<file path="config.mk">
export PLATFORM = sky130hd
export DESIGN_NAME = uart_tx_parity_framer_flat
export DESIGN_NICKNAME = d
export VERILOG_FILES = /design/src/rtl/uart_tx_parity_framer_pkg.sv /design/src/rtl/uart_tx_parity_framer_if.sv /design/src/rtl/uart_tx_parity_framer_parity_calc.sv /design/src/rtl/uart_tx_parity_framer.sv /design/src/flat_wrapper.sv
export SDC_FILE = /design/constraint.sdc
export NUM_CORES = 1
export LEC_CHECK = 0
export BUFFER_PORTS_ARGS = -buffer_cell sky130_fd_sc_hd__buf_2
export CAP_MARGIN = 20
export CORE_MARGIN = 1.5
export CORE_UTILIZATION = 45
export DETAILED_ROUTE_END_ITERATION = 12
export PLACE_DENSITY = 0.67
export SYNTH_ARGS = -nofsm -noshare
export SYNTH_HDL_FRONTEND = slang
export SYNTH_SLANG_ARGS = --single-unit
</file>
<file path="constraint.sdc">
create_clock -name clk -period 1.7 [get_ports clk]
set_input_delay 0.255 -clock clk [delete_from_list [all_inputs] [get_ports clk]]
set_output_delay 0.255 -clock clk [all_outputs]
set_load 0.1 [all_outputs]
</file>
<file path="src/rtl/uart_tx_parity_framer_pkg.sv">
// Shared UART definitions: frame FSM encoding, idle line level and parity modes.
package uart_pkg;

   typedef enum logic [2:0] {
      StIdle   = 3'd0,
      StStart  = 3'd1,
      StData   = 3'd2,
      StParity = 3'd3,
      StStop   = 3'd4
   } state_e;

   localparam logic IDLE_LEVEL  = 1'b1;
   localparam logic PARITY_EVEN = 1'b0;
   localparam logic PARITY_ODD  = 1'b1;

endpackage

</file>
<file path="src/rtl/uart_tx_parity_framer_if.sv">
// Load/ready handshake and serial-line bundle for the UART TX framer.
// Optional UART_PARITY_INJECT_EN adds the inject_err request line.
interface uart_tx_parity_framer_if #(
   parameter int unsigned DATA_W = 8
) ();

   logic [DATA_W-1:0] tx_data;
   logic              load_data;
   logic              parity_en;
   logic              parity_odd;
`ifdef UART_PARITY_INJECT_EN
   logic              inject_err;
`endif
   logic              tx_ready;
   logic              tx_busy;
   logic              tx_out;
   logic              parity_bit;
   logic              tx_done;

`ifdef UART_PARITY_INJECT_EN
   modport master (
      output tx_data, load_data, parity_en, parity_odd, inject_err,
      input  tx_ready, tx_busy, tx_out, parity_bit, tx_done
   );
   modport slave (
      input  tx_data, load_data, parity_en, parity_odd, inject_err,
      output tx_ready, tx_busy, tx_out, parity_bit, tx_done
   );
`else
   modport master (
      output tx_data, load_data, parity_en, parity_odd,
      input  tx_ready, tx_busy, tx_out, parity_bit, tx_done
   );
   modport slave (
      input  tx_data, load_data, parity_en, parity_odd,
      output tx_ready, tx_busy, tx_out, parity_bit, tx_done
   );
`endif

endinterface

</file>
<file path="src/rtl/uart_tx_parity_framer_parity_calc.sv">
// Combinational even/odd parity of a data word; shared with the RX checker.
module uart_parity_calc
   import uart_pkg::*;
#(
   parameter int unsigned DATA_W = 8
) (
   input  logic [DATA_W-1:0] i_data,
   input  logic              i_odd,
   output logic              o_parity
);

   assign o_parity = (^i_data) ^ (i_odd == PARITY_ODD);

endmodule

</file>
<file path="src/rtl/uart_tx_parity_framer.sv">
// UART TX framer: start, LSB-first data, optional parity, 1 or 2 stop bits.
// Optional UART_PARITY_INJECT_EN inverts the parity of a frame on request.
module uart_tx_parity_framer
   import uart_pkg::*;
#(
   parameter int unsigned DATA_W       = 8,
   parameter int unsigned CLKS_PER_BIT = 16,
   parameter int unsigned STOP_BITS    = 1
) (
   input logic                    clk,
   input logic                    rst,
   uart_tx_parity_framer_if.slave bus
);

   localparam int unsigned CNT_W = $clog2(CLKS_PER_BIT);
   localparam int unsigned BIT_W = $clog2(DATA_W);

   state_e             r_state_q, r_state_d;
   logic [CNT_W-1:0]   r_cnt_q, r_cnt_d;
   logic [BIT_W-1:0]   r_bit_q, r_bit_d;
   logic [DATA_W-1:0]  r_shift_q, r_shift_d;
   logic               r_par_en_q, r_par_en_d;
   logic               r_par_val_q, r_par_val_d;
   logic               r_stop_q, r_stop_d;
   logic               r_tx_out_q, r_tx_out_d;
   logic               r_busy_q, r_busy_d;
   logic               r_done_q, r_done_d;
   logic               r_pbit_q, r_pbit_d;

   logic w_parity;
   logic w_inject;
   logic w_wrap;

`ifdef UART_PARITY_INJECT_EN
   assign w_inject = bus.inject_err;
`else
   assign w_inject = 1'b0;
`endif

   uart_parity_calc #(
      .DATA_W (DATA_W)
   ) u_parity (
      .i_data   (bus.tx_data),
      .i_odd    (bus.parity_odd),
      .o_parity (w_parity)
   );

   assign w_wrap = (r_cnt_q == CNT_W'(CLKS_PER_BIT - 1));

   always_comb begin
      r_state_d   = r_state_q;
      r_cnt_d     = r_cnt_q;
      r_bit_d     = r_bit_q;
      r_shift_d   = r_shift_q;
      r_par_en_d  = r_par_en_q;
      r_par_val_d = r_par_val_q;
      r_stop_d    = r_stop_q;
      r_tx_out_d  = r_tx_out_q;
      r_busy_d    = r_busy_q;
      r_pbit_d    = r_pbit_q;
      r_done_d    = 1'b0;

      if (r_state_q == StIdle) begin
         if (bus.load_data) begin
            r_state_d   = StStart;
            r_cnt_d     = '0;
            r_shift_d   = bus.tx_data;
            r_par_en_d  = bus.parity_en;
            r_par_val_d = w_parity ^ w_inject;
            r_pbit_d    = bus.parity_en & (w_parity ^ w_inject);
            r_busy_d    = 1'b1;
            r_tx_out_d  = 1'b0;
         end
      end else if (!w_wrap) begin
         r_cnt_d = r_cnt_q + CNT_W'(1);
      end else begin
         r_cnt_d = '0;
         unique case (r_state_q)
            StStart: begin
               r_state_d  = StData;
               r_bit_d    = '0;
               r_tx_out_d = r_shift_q[0];
            end
            StData: begin
               if (r_bit_q == BIT_W'(DATA_W - 1)) begin
                  r_state_d  = r_par_en_q ? StParity : StStop;
                  r_stop_d   = 1'b0;
                  r_tx_out_d = r_par_en_q ? r_par_val_q : IDLE_LEVEL;
               end else begin
                  r_bit_d    = r_bit_q + BIT_W'(1);
                  r_shift_d  = r_shift_q >> 1;
                  r_tx_out_d = r_shift_q[1];
               end
            end
            StParity: begin
               r_state_d  = StStop;
               r_stop_d   = 1'b0;
               r_tx_out_d = IDLE_LEVEL;
            end
            StStop: begin
               if (r_stop_q == 1'(STOP_BITS - 1)) begin
                  r_state_d = StIdle;
                  r_busy_d  = 1'b0;
                  r_done_d  = 1'b1;
               end else begin
                  r_stop_d = 1'b1;
               end
            end
            default: r_state_d = StIdle;
         endcase
      end
   end

   always_ff @(posedge clk or posedge rst) begin
      if (rst) begin
         r_state_q   <= StIdle;
         r_cnt_q     <= '0;
         r_bit_q     <= '0;
         r_shift_q   <= '0;
         r_par_en_q  <= 1'b0;
         r_par_val_q <= 1'b0;
         r_stop_q    <= 1'b0;
         r_tx_out_q  <= IDLE_LEVEL;
         r_busy_q    <= 1'b0;
         r_done_q    <= 1'b0;
         r_pbit_q    <= 1'b0;
      end else begin
         r_state_q   <= r_state_d;
         r_cnt_q     <= r_cnt_d;
         r_bit_q     <= r_bit_d;
         r_shift_q   <= r_shift_d;
         r_par_en_q  <= r_par_en_d;
         r_par_val_q <= r_par_val_d;
         r_stop_q    <= r_stop_d;
         r_tx_out_q  <= r_tx_out_d;
         r_busy_q    <= r_busy_d;
         r_done_q    <= r_done_d;
         r_pbit_q    <= r_pbit_d;
      end
   end

   assign bus.tx_ready   = (r_state_q == StIdle);
   assign bus.tx_busy    = r_busy_q;
   assign bus.tx_out     = r_tx_out_q;
   assign bus.parity_bit = r_pbit_q;
   assign bus.tx_done    = r_done_q;

endmodule

</file>
<file path="src/flat_wrapper.sv">
// flat-port wrapper written by rule: the top's interface ports become plain ports
module uart_tx_parity_framer_flat import uart_pkg::*;
#(
   parameter int unsigned DATA_W       = 8,
   parameter int unsigned CLKS_PER_BIT = 16,
   parameter int unsigned STOP_BITS    = 1
)
  (clk, rst, bus_tx_data, bus_load_data, bus_parity_en, bus_parity_odd, bus_tx_ready, bus_tx_busy, bus_tx_out, bus_parity_bit, bus_tx_done);
  uart_tx_parity_framer_if #(.DATA_W(DATA_W)) bus_i ();
  input logic clk;
  input logic rst;
  input wire logic [$bits(bus_i.tx_data)-1:0] bus_tx_data;
  input wire logic [$bits(bus_i.load_data)-1:0] bus_load_data;
  input wire logic [$bits(bus_i.parity_en)-1:0] bus_parity_en;
  input wire logic [$bits(bus_i.parity_odd)-1:0] bus_parity_odd;
  output wire logic [$bits(bus_i.tx_ready)-1:0] bus_tx_ready;
  output wire logic [$bits(bus_i.tx_busy)-1:0] bus_tx_busy;
  output wire logic [$bits(bus_i.tx_out)-1:0] bus_tx_out;
  output wire logic [$bits(bus_i.parity_bit)-1:0] bus_parity_bit;
  output wire logic [$bits(bus_i.tx_done)-1:0] bus_tx_done;
  assign bus_i.tx_data = bus_tx_data;
  assign bus_i.load_data = bus_load_data;
  assign bus_i.parity_en = bus_parity_en;
  assign bus_i.parity_odd = bus_parity_odd;
  assign bus_tx_ready = bus_i.tx_ready;
  assign bus_tx_busy = bus_i.tx_busy;
  assign bus_tx_out = bus_i.tx_out;
  assign bus_parity_bit = bus_i.parity_bit;
  assign bus_tx_done = bus_i.tx_done;
  uart_tx_parity_framer #(.DATA_W(DATA_W), .CLKS_PER_BIT(CLKS_PER_BIT), .STOP_BITS(STOP_BITS)) u_core (.clk(clk), .rst(rst), .bus(bus_i));
endmodule
</file>
==> results.txt <==
Status = completed
Min-delay worst type = primary input to register
Fin nets = 184
Final period demand of the worst path = 1.67 ns
Sw frac = 0.250
CORE AREA = 2780 um^2
Hold slack = 0.193 ns
Stages on worst setup path = 3
PnR Total Power = 0.00101 W
Fmax = 0.599 GHz
Clk Latency, worst-skew pair = 0.31 ns
Rel. slew slack = 0.681
Syn Inst Count = 136
Post-DP Area = 1520 um^2
Internal power = 0.000760 W
Largest net degree at the start of global routing = 16
Final-report hold violation count = 0
CTS max path bufs = 2
Storage element area = 603 um^2
Worst-path fanout max = 5
Filler Cell Count = 246
Post-synth ARST share = 1.00
Final worst path period share = 0.982
Clock Skew = 0.00554 ns
Rows = 19
Switching Power = 0.000254 W
Sequential fraction of the synthesis area = 0.451
Routed Antenna Nets = 0
Worst-margin pin slew = 0.483 ns
First-pass GRT wire length = 4890 um
Slew Viols, Final = 0
I/O pins = 18
WP buf/inv = 2
Number of buffers created by CTS = 3
PwrDens = 609 nW/um^2
Area Overhead vs Synth = 24.6%
PortBufs = 17
CP arrival = 1.41 ns
Multi-input gate area = 698 um^2
Crit path launch type = register
CP required = 1.44 ns
Clock transition at path regs = 0.13 ns
Most used DFF post-synth = dfrtp_1
Hpwl dp = 2140 um
Combinational Power Share = 0.122
Commonest non-fill, non-tap cell in the layout = nand2_1
Setup CP Type = register to output port
CTS root buffer = clkbuf_4
Initial antenna violation count = 0
Maximum VDD drop = 0.587 mV
Total gr overflow = 0
Synthesized area = 1340 um^2
Layout cells sized above 1 = 0.347
Via count = 1,127
RSZ-0062 raised after global routing = yes
Placed Cells = 189
Drt pass-1 iters = 4
Top delay family on crit path = flip-flops
Initial Utilization = 0.480
Commonest cells after routing, fill and taps aside = nand2_1, dfrtp_1, buf_2, buf_4, o21ai_0
Yosys warning count = 0
Crit path cell chain = or3_4 -> inv_6 -> buf_12
Final Cell Area = 1660 um^2
Die Ht = 57.5 um
Vias/cell = 5.69
Post-synth EDFFs = 0
Vias in the first global route = 1,120
DRT iter0 DRCs = 45
R2R cell count = 6
CP max stage cell = dfrtp_2
CTS tree = yes
Gpl congestion = 0.797
DRC viols = 0
Clock sinks = 24
Yosys reg bits = 24
Worst stage delay on the critical path = 0.43 ns
Max cap viols = 0
H-tree lvl count = 1
Post-synthesis area per instance = 9.82 um^2
Routed wire length = 2950 um
WHS Path Cells = 3
Setup crit end kind = output port
Die Area = 3300 um^2
Chip width = 57.5 um
Yosys cell types = 39
Post-synth net total = 152
Final Non-Filler Cells = 198
Sequential power share = 0.580
Final setup vio count = 0
Leakage = 0.776 nW
Clock share of power = 0.297
GRT Util Overall = 0.188
WL/cell = 14.9 um
Diode count = 0
cells by family after synthesis:
| family | count (synthesis) | synth area share |
|---|---|---|
| buffers and inverters | 17 | 0.0665 |
| multiplexers | 6 | 0.0515 |
| adder cells (fa/ha/maj) | 3 | 0.0281 |
| AND/OR/NAND/NOR | 41 | 0.146 |
| XOR/XNOR | 7 | 0.0562 |
| flip-flops | 24 | 0.451 |
| AO/OA/AOI/OAI | 38 | 0.201 |
sequential cells by signal, indices dropped and copies added, names as in the netlist:
register / count
u_core.r_par_val_q: 1
u_core.bus.parity_bit: 1
u_core.r_state_q: 3
u_core.bus.tx_done: 1
u_core.r_cnt_q: 4
u_core.r_par_en_q: 1
u_core.r_bit_q: 3
u_core.bus.tx_out: 1
u_core.r_shift_q: 8
u_core.bus.tx_busy: 1
final timing paths:
check	from	end	slack (ns)
max	u_core.r_state_q[1]	bus_tx_ready	0.03
min in group asynchronous	rst	u_core.r_par_val_q	0.44
max in group asynchronous	rst	u_core.r_cnt_q[0]	0.73
min reg2reg	u_core.bus.parity_bit	u_core.bus.parity_bit	0.49
min	bus_parity_en	u_core.bus.parity_bit	0.19
max reg2reg	u_core.r_bit_q[0]	u_core.r_bit_q[2]	0.07
worst register-to-register path, stage by stage, from the launching register on:
cell and delay, ns:
dfrtp_1 0.42, ha_1 0.24, ha_4 0.18, nand2b_4 0.15, mux2i_1 0.13, nand2_1 0.12, mux2_2 0.29
cell type report:
class / count / area share
clock buffers: 4 / 0.0218
inverters: 8 / 0.0211
multi-input cells: 95 / 0.420
flip-flops and latches: 24 / 0.362
well taps: 31 / 0.0233
repair buffers: 36 / 0.152
per-stage QoR:
stage | setup WS, ns | utilization | TNS [ns]
finish | 0.0314 | 0.598 | 0
global route | -0.0146 | 0.598 | -0.0416
CTS | 0.00313 | 0.576 | 0
floorplan | 0.0133 | - | 0
detailed placement | -0.0291 | 0.547 | -0.0467
global placement | 0.0389 | 0.547 | 0
Yosys cell counts, drive strengths merged, types with 2 or more instances:
library cell  number  area, um^2
nand2             24        90.1
dfrtp             23         576
o21ai             11        66.3
a21oi              8        40.0
buf                8        55.1
inv                8        30.0
a41oi              7        61.3
nor2               5        18.8
mux2               4        48.8
o22ai              4        37.5
xnor2              4        35.0
ha                 3        37.5
a211oi             2        15.0
and3               2        12.5
mux2i              2        20.0
nand2b             2        12.5
nand3              2        10.0
xor2               2        17.5
routing by layer:
| layer | wire length (um) | GRT usage |
|---|---|---|
| met4 | 63 | 0.0664 |
| met1 | 1260 | 0.260 |
| met3 | 100 | 0.0340 |
| met2 | 1520 | 0.297 |
| met5 | 0 | 0 |
power by group through the flow:
stage | Combinational, W | Sequential (W) | Clock [W]
6_report | 0.000124 | 0.000588 | 0.000301
5_1_grt | 0.000134 | 0.000589 | 0.000328
4_1_cts | 0.000124 | 0.000588 | 0.000307
3_5_place_dp | 0.000122 | 0.000599 | 0
3_3_place_gp | 0.000119 | 0.000599 | 0
2_1_floorplan | 0.0000580 | 0.000622 | 0
repair_timing:
action                     4_1_cts  5_1_grt
pin swaps                        0        3
buffers inserted                 4        1
resized for setup                4       11
hold endpoints to repair         8        0
setup endpoints to repair        6       16
hold buffers                     1        0
(Power assumes the default switching activity.)
